<file path="src/rtl/register_access_scoreboard.sv">
`default_nettype none
// =============================================================================
// register_access_scoreboard: register file, pending-write scoreboard and
// one-deep operand pipe. Optional macro RA_FORWARD_EN adds writeback forwarding.
// Revision: 1.0
// =============================================================================
module register_access_scoreboard #(
  parameter int DATA_W    = 32,
  parameter int NUM_REGS  = 8,
  parameter int IDX_W     = 3,
  parameter int PEND_W    = 2,
  parameter int PAYLOAD_W = 64
) (
  input  logic                 clk,
  input  logic                 reset,
  input  logic                 flush,
  input  logic                 d_valid,
  output logic                 d_ready,
  input  logic [IDX_W-1:0]     d_src0,
  input  logic [IDX_W-1:0]     d_src1,
  input  logic                 d_src0_en,
  input  logic                 d_src1_en,
  input  logic [IDX_W-1:0]     d_dst,
  input  logic                 d_dst_en,
  input  logic [PAYLOAD_W-1:0] d_payload,
  output logic                 r_valid,
  input  logic                 r_ready,
  output logic [DATA_W-1:0]    r_src0_val,
  output logic [DATA_W-1:0]    r_src1_val,
  output logic [IDX_W-1:0]     r_dst,
  output logic                 r_dst_en,
  output logic [PAYLOAD_W-1:0] r_payload,
  input  logic [IDX_W-1:0]     wb_reg_number,
  input  logic                 wb_reg_en,
  input  logic [1:0]           wb_reg_size,
  input  logic [DATA_W-1:0]    wb_reg_data,
  output logic                 busy
);

  localparam logic [PEND_W-1:0] PEND_MAX = '1;
  localparam logic [PEND_W-1:0] PEND_ONE = PEND_W'(1);

  logic [DATA_W-1:0]   rf   [NUM_REGS];
  logic [PEND_W-1:0]   pend [NUM_REGS];

  logic [DATA_W-1:0]   src0_rd;
  logic [DATA_W-1:0]   src1_rd;
  logic                hz0;
  logic                hz1;
  logic                full;
  logic                stall;
  logic                accept;
  logic [NUM_REGS-1:0] inc_vec;
  logic [NUM_REGS-1:0] wbh_vec;
  logic [NUM_REGS-1:0] nz_vec;

  // Sized writeback: only the addressed low bytes change, upper bytes are kept.
  function automatic logic [DATA_W-1:0] wb_merge(
    input logic [DATA_W-1:0] old_val,
    input logic [DATA_W-1:0] data,
    input logic [1:0]        size
  );
    logic [DATA_W-1:0] res;
    res = old_val;
    case (size)
      2'd0:    res[7:0]  = data[7:0];
      2'd1:    res[15:0] = data[15:0];
      default: res       = data;
    endcase
    return res;
  endfunction

`ifdef RA_FORWARD_EN
  logic wb_hit0;
  logic wb_hit1;
  assign wb_hit0 = wb_reg_en & (wb_reg_number == d_src0);
  assign wb_hit1 = wb_reg_en & (wb_reg_number == d_src1);
  // The last outstanding writer landing this cycle releases the hazard.
  assign hz0 = d_src0_en & (pend[d_src0] != '0) & ~(wb_hit0 & (pend[d_src0] == PEND_ONE));
  assign hz1 = d_src1_en & (pend[d_src1] != '0) & ~(wb_hit1 & (pend[d_src1] == PEND_ONE));
  assign src0_rd = wb_hit0 ? wb_merge(rf[d_src0], wb_reg_data, wb_reg_size) : rf[d_src0];
  assign src1_rd = wb_hit1 ? wb_merge(rf[d_src1], wb_reg_data, wb_reg_size) : rf[d_src1];
`else
  assign hz0 = d_src0_en & (pend[d_src0] != '0);
  assign hz1 = d_src1_en & (pend[d_src1] != '0);
  assign src0_rd = rf[d_src0];
  assign src1_rd = rf[d_src1];
`endif

  // A saturated counter still admits a writer when one of its writers retires now.
  assign full    = d_dst_en & (pend[d_dst] == PEND_MAX)
                 & ~(wb_reg_en & (wb_reg_number == d_dst));
  assign stall   = hz0 | hz1 | full;
  assign d_ready = ~stall & (~r_valid | r_ready);
  assign accept  = d_valid & d_ready & ~flush & ~reset;

  always_comb begin
    inc_vec = '0;
    wbh_vec = '0;
    nz_vec  = '0;
    for (int i = 0; i < NUM_REGS; i++) begin
      inc_vec[i] = accept & d_dst_en & (d_dst == IDX_W'(i));
      wbh_vec[i] = wb_reg_en & (wb_reg_number == IDX_W'(i));
      nz_vec[i]  = (pend[i] != '0);
    end
  end

  assign busy = |nz_vec;

  always_ff @(posedge clk) begin
    if (reset) begin
      for (int i = 0; i < NUM_REGS; i++) begin
        rf[i] <= '0;
      end
    end else if (wb_reg_en) begin
      rf[wb_reg_number] <= wb_merge(rf[wb_reg_number], wb_reg_data, wb_reg_size);
    end
  end

  always_ff @(posedge clk) begin
    if (reset || flush) begin
      for (int i = 0; i < NUM_REGS; i++) begin
        pend[i] <= '0;
      end
    end else begin
      for (int i = 0; i < NUM_REGS; i++) begin
        if (inc_vec[i] && !wbh_vec[i]) begin
          pend[i] <= pend[i] + PEND_ONE;
        end else if (wbh_vec[i] && !inc_vec[i] && (pend[i] != '0)) begin
          pend[i] <= pend[i] - PEND_ONE;
        end
      end
    end
  end

  always_ff @(posedge clk) begin
    if (reset) begin
      r_valid    <= 1'b0;
      r_src0_val <= '0;
      r_src1_val <= '0;
      r_dst      <= '0;
      r_dst_en   <= 1'b0;
      r_payload  <= '0;
    end else if (flush) begin
      r_valid <= 1'b0;
    end else if (accept) begin
      r_valid    <= 1'b1;
      r_src0_val <= d_src0_en ? src0_rd : '0;
      r_src1_val <= d_src1_en ? src1_rd : '0;
      r_dst      <= d_dst;
      r_dst_en   <= d_dst_en;
      r_payload  <= d_payload;
    end else if (r_ready) begin
      r_valid <= 1'b0;
    end
  end

endmodule
`default_nettype wire

</file>
<file path="config.mk">
export PLATFORM = sky130hd
export DESIGN_NAME = register_access_scoreboard
export DESIGN_NICKNAME = d
export VERILOG_FILES = /design/src/rtl/register_access_scoreboard.sv
export SDC_FILE = /design/constraint.sdc
export NUM_CORES = 1
export LEC_CHECK = 0
export CAP_MARGIN = 20
export CORE_MARGIN = 2
export CORE_UTILIZATION = 60
export CTS_CLUSTER_DIAMETER = 120
export CTS_CLUSTER_SIZE = 8
export DETAILED_ROUTE_END_ITERATION = 6
export PLACE_DENSITY = 0.86
export SLEW_MARGIN = 20
export SYNTH_ARGS = -nofsm -noshare
export SYNTH_HDL_FRONTEND = slang
export SYNTH_SLANG_ARGS = --single-unit
</file>
<file path="constraint.sdc">
create_clock -name clk -period 5.2 [get_ports clk]
set_input_delay 1.3 -clock clk [delete_from_list [all_inputs] [get_ports clk]]
set_output_delay 1.3 -clock clk [all_outputs]
set_load 0.03 [all_outputs]
</file>
; Word level (Yosys, flattened, before mapping)
; Memories as Yosys holds them, arrays and structs flattened.
; Cells that the tools add are included.
[totals]
memories = 2
ramBits = 272
ff_bits = 133
[op_classes]
eq_ne = 19
bitwise_logic = 50
reduce_logical = 62
add_sub_neg = 16
muxes = 94
[memory_table]
columns = memory, words, word_bits, read_ports, rd_ports_with_merged_regs, write_ports, line_no
row1 = rf, 8, 32, 2, 0, 8, 43  ; logic [DATA_W-1:0] rf [NUM_REGS];
row2 = pend, 8, 2, 11, 0, 8, 44  ; logic [PEND_W-1:0] pend [NUM_REGS];
[op_table]
columns = operator, count
row1 = 32-bit 2-to-1 mux, 3
row2 = 1-bit 2-to-1 mux, 65
row3 = 16-bit 2-to-1 mux, 3
row4 = 8-bit 2-to-1 mux, 5
row5 = 2-bit 2-to-1 mux, 16
row6 = 32-bit OR reduction, 1
row7 = 1-bit AND, 26
row8 = 3-bit equality test (second input constant), 8
row9 = 1-bit logical AND, 24
row10 = 2-bit nonzero test, 11
row11 = 1-bit OR, 19
row12 = 2-bit by 1-bit adder with 2-bit output (second input constant), 8
row13 = 1-bit zero test, 16
row14 = 2-bit by 1-bit subtractor with 2-bit output (second input constant), 8
row15 = 3-bit by 2-bit equality test with 1-bit output (second input constant), 4
row16 = 8-bit OR reduction, 1
row17 = 3-bit by 1-bit equality test with 1-bit output (second input constant), 2
row18 = 3-bit zero test, 2
row19 = 3-bit 2-to-1 mux, 2
row20 = 3-bit inequality test (second input constant), 2
row21 = 2-bit AND reduction, 3
row22 = 1-bit inverter, 5
row23 = 2-bit OR reduction, 2
row24 = 3-bit equality test, 1
row25 = 4 further kinds, 4

; Logic depth before layout (Yosys ltp)
[logic_depth]
word_depth = 20
mapped_depth = 11

; Worst setup path before layout
; Ideal clock, no wire load.
[synth_timing]
kind = input -> output
startpoint = input d_dst[1]
endpoint = output d_ready
arrival_ps = 2770
required_ps = 3900
stages = 6
path_slack_ps = 1130
cell_sequence = buf_4 inv_2 mux4_2 a22oi_2 nand2_2 nor2_1
[synth_via]
elab_chain_len = 7
word_cells_on_any_way = 10
[synth_lines]
columns = item, line_no
row1 = from (decl), 23  ; input logic [IDX_W-1:0] d_dst,
row2 = memory 8 x 2 bit / 3-bit equality test (equally long branches), -
row3 = 2-bit equality test / 1-bit AND (equally long branches), "91, 92"
row4 = 1-bit AND / 1-bit inverter (equally long branches), "91, 92"
row5 = 1-bit AND *, 92  ; & ~(wb_reg_en & (wb_reg_number == d_dst));
row6 = 1-bit OR *, 93  ; assign stall = hz0 | hz1 | full;
row7 = 1-bit inverter *, 94  ; assign d_ready = ~stall & (~r_valid | r_ready);
row8 = 1-bit AND *, 94
row9 = to (decl), 18  ; output logic d_ready,
; Mark *: on every way between the ends. The rest lies on a longest branch, timed or not.

; Worst setup path in the final report
; Ends and elaborated chain as after synthesis.

==> summary.txt <==
CP required - 3900 ps
Relative slew margins - 27.6%
Final Max Slew Viols - 0
HPWL after detailed placement - 35,000 um
total CTS buffers - 56
maximum number of pins on one net before global-route repair - 89
DR DRC count - 0
Rows - 66
pwr/cell area - 330 mW/mm^2
area growth from synthesis to layout - 22.7%
RSZ-0062 raised after global routing - false
met3 Resource Use GR - 7.45%
die area - 0.0342 mm^2
Synth Area in Compound Gates - 5.16%
total grt overflow - 0
routed len/inst - 25.1 um
FMAX - 218 MHz
vias in the first global route - 15,300
chip height - 185 um
Top delay family on crit path - buffers and inverters
Yosys cell types - 54
Post-synth EDFFs - 272
slew of the pin with the lowest slew margin - 1090 ps
final-stage net count - 1,941
initial antenna violation count - 2
Syn Area/Cell - 12.2 um^2
starting density of the core - 60.6%
CP max FO - 10
TritonCTS clock tree - done
simple-gate share of the synthesized area - 18.0%
first-pass GRT wire length - 85,900 um
clk buf depth - 3
largest family of logic cells by synthesized area - multiplexers
total core area - 0.0324 mm^2
most frequent cells in the layout - 272 x edfxtp_1, 244 x clkdlybuf4s50_1, 222 x nand2_1
Crit. End Element - primary output
GRT met2 Usage - 56.5%
Worst path slowest cell - clkdlybuf4s50_1
crit path DAT - 3300 ps
post-layout min period - 4600 ps
period utilization - 88.4%
CTS H-tree lvls - 2
Buf/Inv on CP - 3
hold-fix buffers at CTS - 0
Total Power - 7.94 mW
Seq/Total Area, Yosys - 55.2%
boundary pin count - 254
top_reg_cell synth - edfxtp_1
CP Launch Type - primary input
peak supply drop - 0.266 mV
Die X - 185 um
root buffer cell - clkbuf_16
Synth Area in Adders - 0.0637%
post-synthesis cell count - 1,608
fraction of registers with async set/reset - 0%
PortBufs - 253
Num Clock Sinks - 405
LEAKAGE - 8.56 nW
worst hold slack - 448 ps
Routed WL - 57,900 um
gr busiest metal - met2
Reg clk slew, reported paths - 50 ps
vias post-DR - 15,200
CTS resizes - 0
GR Util met1 - 40.5%
Crit Path Category - in2out
GRT Total Usage - 33.6%
worst-path cell chain - clkdlybuf4s50_1, inv_2, mux4_2, a22oi_2, nand2_2, nor2_1, buf_4
slowest cell delay on critical path - 580 ps
Clock Latency Late Sink - 580 ps
flops & latches, synth - 405
XOR/XNOR Fraction of Synth Area - 0.178%
Yosys warnings - 0
setup violation total in the final timing report - 0
worst hold path class - reg2reg
Max Cap Viol - 0
Setup Skew - 18.1 ps
post-CTS repair timing setup buffer count - 0
setup_tns - 0 ps
DRT iter0 DRCs - 1,917
antenna violation net count after detailed routing - 0
Hold Violations, Final - 0
multiplexer share of the synthesized area - 18.6%
vias per inst - 6.57
Pre-antenna DRT Iters - 5
outcome - finished clean
global placement routability congestion - 0.916
mapped cell area - 0.0196 mm^2
layout cells sized above 1 - 17.1%
Mapped Nets - 1,728
commonest non-fill, non-tap cell in the layout - edfxtp_1
-- per-layer routing --
metal,wire [um],vias to the layer above
met4,3180,0
met3,6490,256
met1,19900,7369
li1,-,6449
met2,28400,1088
met5,0,-
-- power by group --
group / total, mW / leakage [nW] / internal, mW / switching [mW]
Sequential: 3.70 / 3.71 / 3.60 / 0.0978
Clock: 3.36 / 0.762 / 2.00 / 1.35
Combinational: 0.881 / 4.10 / 0.412 / 0.469
Total: 7.94 / 8.56 / 6.02 / 1.92
-- final timing paths --
check | endpoint | slack, ps | cells after the start | startpoint
worst max-delay path | d_ready | 600 | 7 | d_dst[1]
worst min-delay path | r_src0_val[4]$_SDFFE_PP0P_ | 450 | 2 | r_src0_val[4]$_SDFFE_PP0P_
worst max register to register | r_src0_val[13]$_SDFFE_PP0P_ | 1870 | 8 | pend[0][0]$_SDFFCE_PN0P_
worst min register to register | r_src0_val[4]$_SDFFE_PP0P_ | 450 | 2 | r_src0_val[4]$_SDFFE_PP0P_
-- metrics by stage --
stage          instance area, um^2  setup WS (ps)  instances  util, %
2_1_floorplan                19600           1130       1608        -
3_3_place_gp                 22500            611       2205     69.4
3_5_place_dp                 22500            570       2205     69.4
4_1_cts                      24100            622       2305     74.3
5_1_grt                      24100            510       2305     74.4
6_report                     24100            605       2307     74.4
-- final cells by class --
cell class	count	area, um^2
clock buffers	96	1550
inverters	8	30.0
clock inverters	4	50.0
flip-flops and latches	405	10800
diodes	2	5.00
repair buffers	292	2800
fillers	1988	8290
multi-input cells	1058	8250
well taps	442	553
-- state kept, by name (all words and copies together) (netlist names) --
register,cells
r_dst,3
rf,256
r_valid,1
r_src1_val,32
pend,16
r_payload,64
r_dst_en,1
r_src0_val,32
-- worst reg2reg max path: stages, from the launching register on --
cell      delay [ps]
edfxtp_1         500
nor4_1           100
nor4b_1          410
a22oi_2          120
nand2_2          210
or3_4            630
buf_4            800
nand2_1          250
a21oi_1          230
-- synthesized netlist by cell type, types with 14 or more instances --
cell	n	area share (%)
edfxtp_1	272	42
nand2_1	222	4.2
a21oi_1	138	3.5
and2_1	134	4.3
dfxtp_1	133	14
mux4_2	129	15
and3_1	128	4.1
clkbuf_1	115	2.2
nand3_1	79	2.0
mux2_2	64	3.7
nor2_1	28	0.54
buf_1	17	0.33
nor3_1	16	0.41
nand2b_1	14	0.45
-- cell families after synthesis --
logic type,count (synthesis)
mux,195
fa+ha+maj,1
buf+inv,145
compound gates,180
flops,405
simple gates,678
xor+xnor,4
Power figures use the tool's default switching activity.
